$ cat src/rtl/rr_req_gnt_arbiter.sv
// Round-robin req/gnt arbiter for NUM_REQ channels with optional burst retention.
// The winning channel's data is registered onto a single valid/ready output.
module rr_req_gnt_arbiter #(
    parameter int NUM_REQ   = 4,
    parameter int DATA_W    = 8,
    parameter int MAX_BURST = 1,
    localparam int ID_W     = $clog2(NUM_REQ)
) (
    input  logic                      clk,
    input  logic                      rst,
    input  logic [NUM_REQ-1:0]        req,
    input  logic [NUM_REQ*DATA_W-1:0] data,
    output logic [NUM_REQ-1:0]        gnt,
    output logic                      out_valid,
    output logic [DATA_W-1:0]         out_data,
    output logic [ID_W-1:0]           out_id,
    input  logic                      out_ready,
    output logic                      busy
);

    localparam int CNT_W = $clog2(MAX_BURST + 1);

    typedef enum logic {IDLE, HOLD} state_t;

    state_t              state, state_nxt;
    logic [ID_W-1:0]     last, last_nxt;
    logic [CNT_W-1:0]    burst_cnt, burst_cnt_nxt;
    logic [NUM_REQ-1:0]  gnt_nxt;
    logic                valid_nxt;
    logic [DATA_W-1:0]   data_nxt;
    logic [ID_W-1:0]     id_nxt;

    logic                retain;
    logic [ID_W-1:0]     start_idx;
    logic [ID_W-1:0]     win;

    function automatic logic [CNT_W-1:0] sat_inc(input logic [CNT_W-1:0] c);
        if (int'(c) >= MAX_BURST)
            return CNT_W'(MAX_BURST);
        return c + 1'b1;
    endfunction

    // A zero count means nobody holds priority yet, so the scan starts after last.
    assign retain = (burst_cnt != '0) && (int'(burst_cnt) < MAX_BURST);

    always_comb begin
        start_idx = last;
        if (!retain)
            start_idx = (int'(last) == NUM_REQ - 1) ? '0 : last + 1'b1;
    end

    always_comb begin
        int  idx;
        logic found;
        win   = '0;
        found = 1'b0;
        for (int k = 0; k < NUM_REQ; k++) begin
            idx = int'(start_idx) + k;
            if (idx >= NUM_REQ)
                idx = idx - NUM_REQ;
            if (!found && req[idx]) begin
                win   = ID_W'(idx);
                found = 1'b1;
            end
        end
    end

    always_comb begin
        state_nxt     = state;
        last_nxt      = last;
        burst_cnt_nxt = burst_cnt;
        gnt_nxt       = '0;
        valid_nxt     = out_valid;
        data_nxt      = out_data;
        id_nxt        = out_id;
        case (state)
            IDLE: begin
                if (|req) begin
                    state_nxt     = HOLD;
                    gnt_nxt[win]  = 1'b1;
                    valid_nxt     = 1'b1;
                    data_nxt      = data[int'(win)*DATA_W +: DATA_W];
                    id_nxt        = win;
                    last_nxt      = win;
                    // Forced rotation or a new winner restarts the burst count.
                    burst_cnt_nxt = (retain && win == last) ? sat_inc(burst_cnt) : CNT_W'(1);
                end
            end
            HOLD: begin
                if (out_ready) begin
                    state_nxt = IDLE;
                    valid_nxt = 1'b0;
                end
            end
            default: state_nxt = IDLE;
        endcase
    end

    always_ff @(posedge clk or posedge rst) begin
        if (rst) begin
            state     <= IDLE;
            last      <= ID_W'(NUM_REQ - 1);
            burst_cnt <= '0;
            gnt       <= '0;
            out_valid <= 1'b0;
            out_data  <= '0;
            out_id    <= '0;
        end else begin
            state     <= state_nxt;
            last      <= last_nxt;
            burst_cnt <= burst_cnt_nxt;
            gnt       <= gnt_nxt;
            out_valid <= valid_nxt;
            out_data  <= data_nxt;
            out_id    <= id_nxt;
        end
    end

    assign busy = (state == HOLD);

endmodule

$ cat config.mk
export PLATFORM = sky130hd
export DESIGN_NAME = rr_req_gnt_arbiter
export DESIGN_NICKNAME = d
export VERILOG_FILES = /design/src/rtl/rr_req_gnt_arbiter.sv
export SDC_FILE = /design/constraint.sdc
export NUM_CORES = 1
export LEC_CHECK = 0
export ABC_AREA = 1
export CAP_MARGIN = 30
export CORE_MARGIN = 5
export CORE_UTILIZATION = 32
export CTS_CLUSTER_DIAMETER = 80
export DETAILED_ROUTE_END_ITERATION = 12
export SLEW_MARGIN = 20
export SYNTH_ARGS = -nofsm -noshare
export SYNTH_HDL_FRONTEND = slang
export SYNTH_SLANG_ARGS = --single-unit
$ cat constraint.sdc
create_clock -name clk -period 3.1 [get_ports clk]
set_input_delay 0.93 -clock clk [delete_from_list [all_inputs] [get_ports clk]]
set_output_delay 0.93 -clock clk [all_outputs]
set_load 0.005 [all_outputs]
==> results of run 1 <==
-- worst max-delay path, stage by stage --
cell and delay, ns:
clkdlybuf4s50_1 0.50, inv_1 0.05, nand2_1 0.05, nand2_1 0.07, nand2_2 0.07, nand2_1 0.08, a21oi_2 0.15, nand2_2 0.21
nand2_4 0.26, nand2_1 0.07, nand2_1 0.06, nand2_1 0.05, nand2_1 0.10, nand2_1 0.06, nand2_1 0.05
-- power groups by stage --
stage               Clock, mW  Sequential, mW  Combinational [mW]
floorplan                   0           0.403                1.24
global placement            0           0.408                1.66
detailed placement          0           0.406                1.67
CTS                     0.167           0.403                1.68
global route            0.178           0.416                1.90
finish                  0.161           0.402                1.65
-- cell usage after synthesis --
library cell / n / area (µm²)
a21oi_1: 1 / 5.00
a21oi_2: 3 / 26.3
buf_2: 2 / 10.0
buf_4: 2 / 15.0
buf_6: 1 / 11.3
clkbuf_1: 1 / 3.75
dfrtp_1: 16 / 400
dfstp_2: 2 / 52.6
ha_1: 3 / 37.5
inv_1: 13 / 48.8
inv_2: 1 / 3.75
nand2_1: 111 / 417
nand2_2: 5 / 31.3
nand2_4: 2 / 22.5
nand3_1: 22 / 110
nor2_1: 11 / 41.3
nor2_2: 1 / 6.26
nor3_1: 1 / 5.00
nor4_1: 1 / 6.26
o21ai_0: 4 / 20.0
-- per-layer routing --
layer | wire [µm] | part of all wire, %
met4 | 45 | 1.2
met5 | 0 | 0
met2 | 1580 | 44
met1 | 1610 | 45
met3 | 366 | 10
-- logic make-up after synthesis --
kind of cell             after synthesis  share of synthesized area [%]
adder cells (fa/ha/maj)                3                           2.95
AND/OR/NAND/NOR                      154                           50.2
buffers and inverters                 20                           7.27
AO/OA/AOI/OAI                          8                           4.03
flip-flops                            18                           35.6
-- area by class of cell --
cell class	instances	area, µm²
fill	411	2050
multi-input combinational	165	728
timing repair buffer	56	556
sequential	18	453
tap	50	62.6
inverter	14	52.6
clock buffer	3	41.3
-- path summary, 6_finish.rpt --
path,endpoint,slack [ns],depth (start not counted)
worst min-delay path,out_id[0],0.48,2
max in group asynchronous,busy,1.59,2
worst max-delay path,out_data[2],0.52,15
worst max register to register,out_data[2],0.57,15
min in group asynchronous,out_data[1],1.07,2
worst min register to register,out_id[0],0.48,2
-- state kept, by name, summed over array words and instances (netlist names) --
register and flops:
last 2, gnt 4, busy 1, out_valid 1, out_data 8, out_id 2
==> impl_metrics.ini, run 1 <==
[status]
status = complete, no violations

[finish]
stdcell_count = 306
fin_nets = 300
antennaDiodeCount = 0
drive_gt1_share_pct = 7.42
fin_util_pct = 48.0
final_area_um2 = 1890
layout_commonest_cell = nand2_1
layout_common_cells = 111 x nand2_1, 54 x clkdlybuf4s50_1, 22 x nand3_1, 16 x dfrtp_1, 13 x inv_1
syn_to_final_growth_pct = 48.6

[setup_path]
crit_type = input pin to register
crit_path_start = req[1]
crit_fanout = 17
cp.required_ns = 3.30
r2r_start = last[0]
worstSetupStartpointType = input pin
cp.arrival_ns = 2.78
cp-end-kind = register

[clocking]
cts_root_buf = clkbuf_8
cts_setup_buffers = 0
clk_latency_ns = 0.25
cts_max_path_buffers = 2
clkSinkCount = 18
cts_tree = done
clkTransAtPathRegs_ns = 0.07
h-tree-depth = 1
cts_buffers = 3
hold_buffers = 0
post_cts_resized = 0

[route]
vias = 1390
drt-total-wl_mm = 3.60
wire_per_inst_um = 11.8
ant_nets = 0
via_per_inst = 4.54
dr.pass1.iters = 6
drt_iter0_drc = 105
drc = 0

[placed_design]
gp_congestion = 0.809
port_buffers = 54
post_dp_cell_area_um2 = 1850
numPlacedInstances = 303
dp_slack_ns = 0.231
dp_hpwl_mm = 2.80

[sta]
fin_crit_sh_pct = 83.3
worst_slew_pin_slew_ns = 0.680
timing.hold.ws_ns = 0.482
worst_slack_ns = 0.517
slew_headroom_pct = 54.6
fin_setup_tns_ns = 0
fin_crit_ns = 2.58
max_freq_mhz = 387
maxSlewViolCount = 0
fin_skew_ns = 0.00665
setup_viol = 0
hold_viol = 0
rsz0062_at_grt = false

[pwr]
power_density_nw_per_um2 = 1170
pwr-share-comb_pct = 74.5
internal_power_mw = 1.05
switching_share_pct = 52.6
p_total_mw = 2.21
max-vdd-ir-drop_mv = 0.472
power.leakage_nw = 1.00
clkPwrFrac_pct = 7.3
power_switching_mw = 1.16
seqPwrFrac_pct = 18.2

[floorplan]
dieArea_um2 = 5340
ios = 55
start_util_pct = 32.3
core-area_um2 = 3940
fp.dieH_um = 73.1
num_rows = 23
die_x_um = 73.1

[global_route]
globalRoute.busiestLayer = met2
grt_pass1_wl_mm = 5.95
globalRouteMet2Util_pct = 22.8
grt_max_degree = 19
grtUsageTotal_pct = 14.2
grt_pass1_vias = 1309
antenna_found_initial = 0
grt_overflow = 0
grt.met3_usage_pct = 4.68
met1_usage_pct = 18.0

[worst_hold_path]
hp-class = register to register
min_from = out_id[0]

[synth]
yosysUniqueCellTypes = 20
synthCells = 203
synth_area_um2 = 1270
syn_nets = 245
yosysSeqAreaShare_pct = 35.6
avgSynthCellArea_um2 = 6.27
yosysWarnings = 0
ys_ff_latch = 18

[run]
maxCapViolations = 0
Power figures use the tool's default switching activity.
==> run 2, diff against run 1 <==
- PLACE_DENSITY: default -> 0.66
- clock period: 3.1 -> 2.1 ns (I/O delays scaled with it)
==> run 2 against run 1 <==
Effect of this change: the flow now finishes with violations (negative setup slack); final cell count grew 7.5%; clock skew shrank 0.0048 ns; hold slack gained 0.0019 ns; total power grew 120%; worst setup slack lost 0.57 ns; largest cell class unchanged; largest power group unchanged.
==> impl_metrics.ini, run 2 (synthesis results as in run 1) <==
[status]
status = finished, violations left
violations = negative setup slack

[finish]
stdcell_count = 329
syn_to_final_growth_pct = 83.3
multiInputGateArea_um2 = 912
layout_commonest_cell = nand2_1
final_area_um2 = 2330
fill_cells = 378
drive_gt1_share_pct = 27.2
layout_common_cells = 103 x nand2_1, 50 x clkdlybuf4s50_1, 16 x dfrtp_1, 15 x buf_4, 13 x nand3_2
regArea_um2 = 453
top_register = out_data
largest_register_ffs = 8
fin_nets = 322
top_regs = out_data x8, gnt x4
antennaDiodeCount = 0

[floorplan]
num_rows = 23
die_x_um = 73.1
ios = 55
fp.dieH_um = 73.1
start_util_pct = 32.3
core-area_um2 = 3940
dieArea_um2 = 5340

[global_route]
grtUsageTotal_pct = 14.7
antenna_found_initial = 0
grt_overflow = 0
grt_max_degree = 19
grt_pass1_wl_mm = 6.22
grt_pass1_vias = 1458

[clocking]
clk_latency_ns = 0.25
hold_buffers = 0
cts_tree = done
clkTransAtPathRegs_ns = 0.07
cts_buffers = 3
clkSinkCount = 18
h-tree-depth = 1
cts_root_buf = clkbuf_8
cts_max_path_buffers = 2

[sta]
slew_headroom_pct = 79.9
max_freq_mhz = 465
rsz0062_at_grt = true
setup_viol = 6
maxSlewViolCount = 0
fin_skew_ns = 0.00188
fin_crit_ns = 2.15
hold_viol = 0
worst_slew_pin_slew_ns = 0.301
fin_crit_sh_pct = 102
worst_slack_ns = -0.0484

[pwr]
max-vdd-ir-drop_mv = 1.03
power_density_nw_per_um2 = 2050
power.leakage_nw = 1.20

[setup_path]
worstSetupStartpointType = register
crit_type = register to register
cp.arrival_ns = 2.34
cp-end-kind = register
cp.required_ns = 2.29
crit_fanout = 8

[route]
drt_iter0_drc = 100
wire_per_inst_um = 12.6
ant_nets = 0
vias = 1508
via_per_inst = 4.58
drc = 0
dr.pass1.iters = 4
drt-total-wl_mm = 4.14

[run]
maxCapViolations = 0

[worst_hold_path]
hp-class = register to register

[placed_design]
post_dp_cell_area_um2 = 1990
gp_congestion = 0.745
port_buffers = 54
numPlacedInstances = 316
dp_hpwl_mm = 2.88
dp_slack_ns = -0.269
-- run 2: changes by cell type in the layout (fill, tap and decap cells not counted), sizes merged --
cell / change
buf: +20
clkdlybuf4s50: -4
dlygate4sd2: +4
clkbuf: +2
nand2: +1
-- run 2: timing repair --
item / in CTS / in global routing
buffers inserted: 4 / 2
endpoints found under the setup margin: 8 / 16
resized for setup: 13 / 39
gates cloned: 1 / 2
pin swaps: 6 / 29
-- run 2: through the flow --
step	TNS [ns]	power (mW)	util, %	hold WS [ns]
3_3_place_gp	-3.01	3.46	50.4	0.464
4_1_cts	0	4.18	54.1	0.491
3_5_place_dp	-3.47	3.49	50.4	0.472
6_report	-0.123	4.77	59.2	0.484
2_1_floorplan	0	2.45	-	0.472
5_1_grt	-1.36	5.23	59.2	0.512
-- run 2: worst paths after layout --
kind	startpoint	to	slack [ns]	cells after the start
max	last[1]	out_data[6]	-0.05	15
min	out_data[6]	out_data[6]	0.48	2
max reg2reg	last[1]	out_data[6]	-0.05	15
min reg2reg	out_data[6]	out_data[6]	0.48	2
max in group asynchronous	rst	last[1]	1.16	3
min in group asynchronous	rst	out_valid	0.68	3
-- run 2: final cells by class --
cell class              count  area share [%]
clock buffers               4            2.36
inverters                  14            2.47
multi-input cells         166            39.1
flip-flops and latches     18            19.4
well taps                  50            2.68
repair buffers             77            34.0
-- run 2: report_power, final --
| group | internal [mW] | switching [mW] | total, mW |
|---|---|---|---|
| Clock | 0.167 | 0.114 | 0.281 |
| Combinational | 1.84 | 2.07 | 3.91 |
| Sequential | 0.503 | 0.0790 | 0.582 |
| Total | 2.51 | 2.26 | 4.77 |
-- run 2: worst max-delay path, stage by stage (launching register included) --
cell	delay, ns
dfstp_2	0.56
inv_4	0.05
ha_4	0.31
inv_4	0.06
nand2_2	0.10
nand2_4	0.08
a21oi_4	0.13
nand2_2	0.09
nand2_4	0.16
clkbuf_16	0.18
nand3_1	0.07
nand2_1	0.07
nand2_1	0.04
nand2_1	0.08
nand2_1	0.06
nand2_1	0.05
-- run 2: layer usage --
metal / track usage, % / wire length, µm / up-vias
met5: 0 / 0 / -
met4: 1.23 / 2 / 0
met3: 3.86 / 393 / 2
met2: 25.8 / 2070 / 49
met1: 18.6 / 1670 / 674
li1: - / - / 783
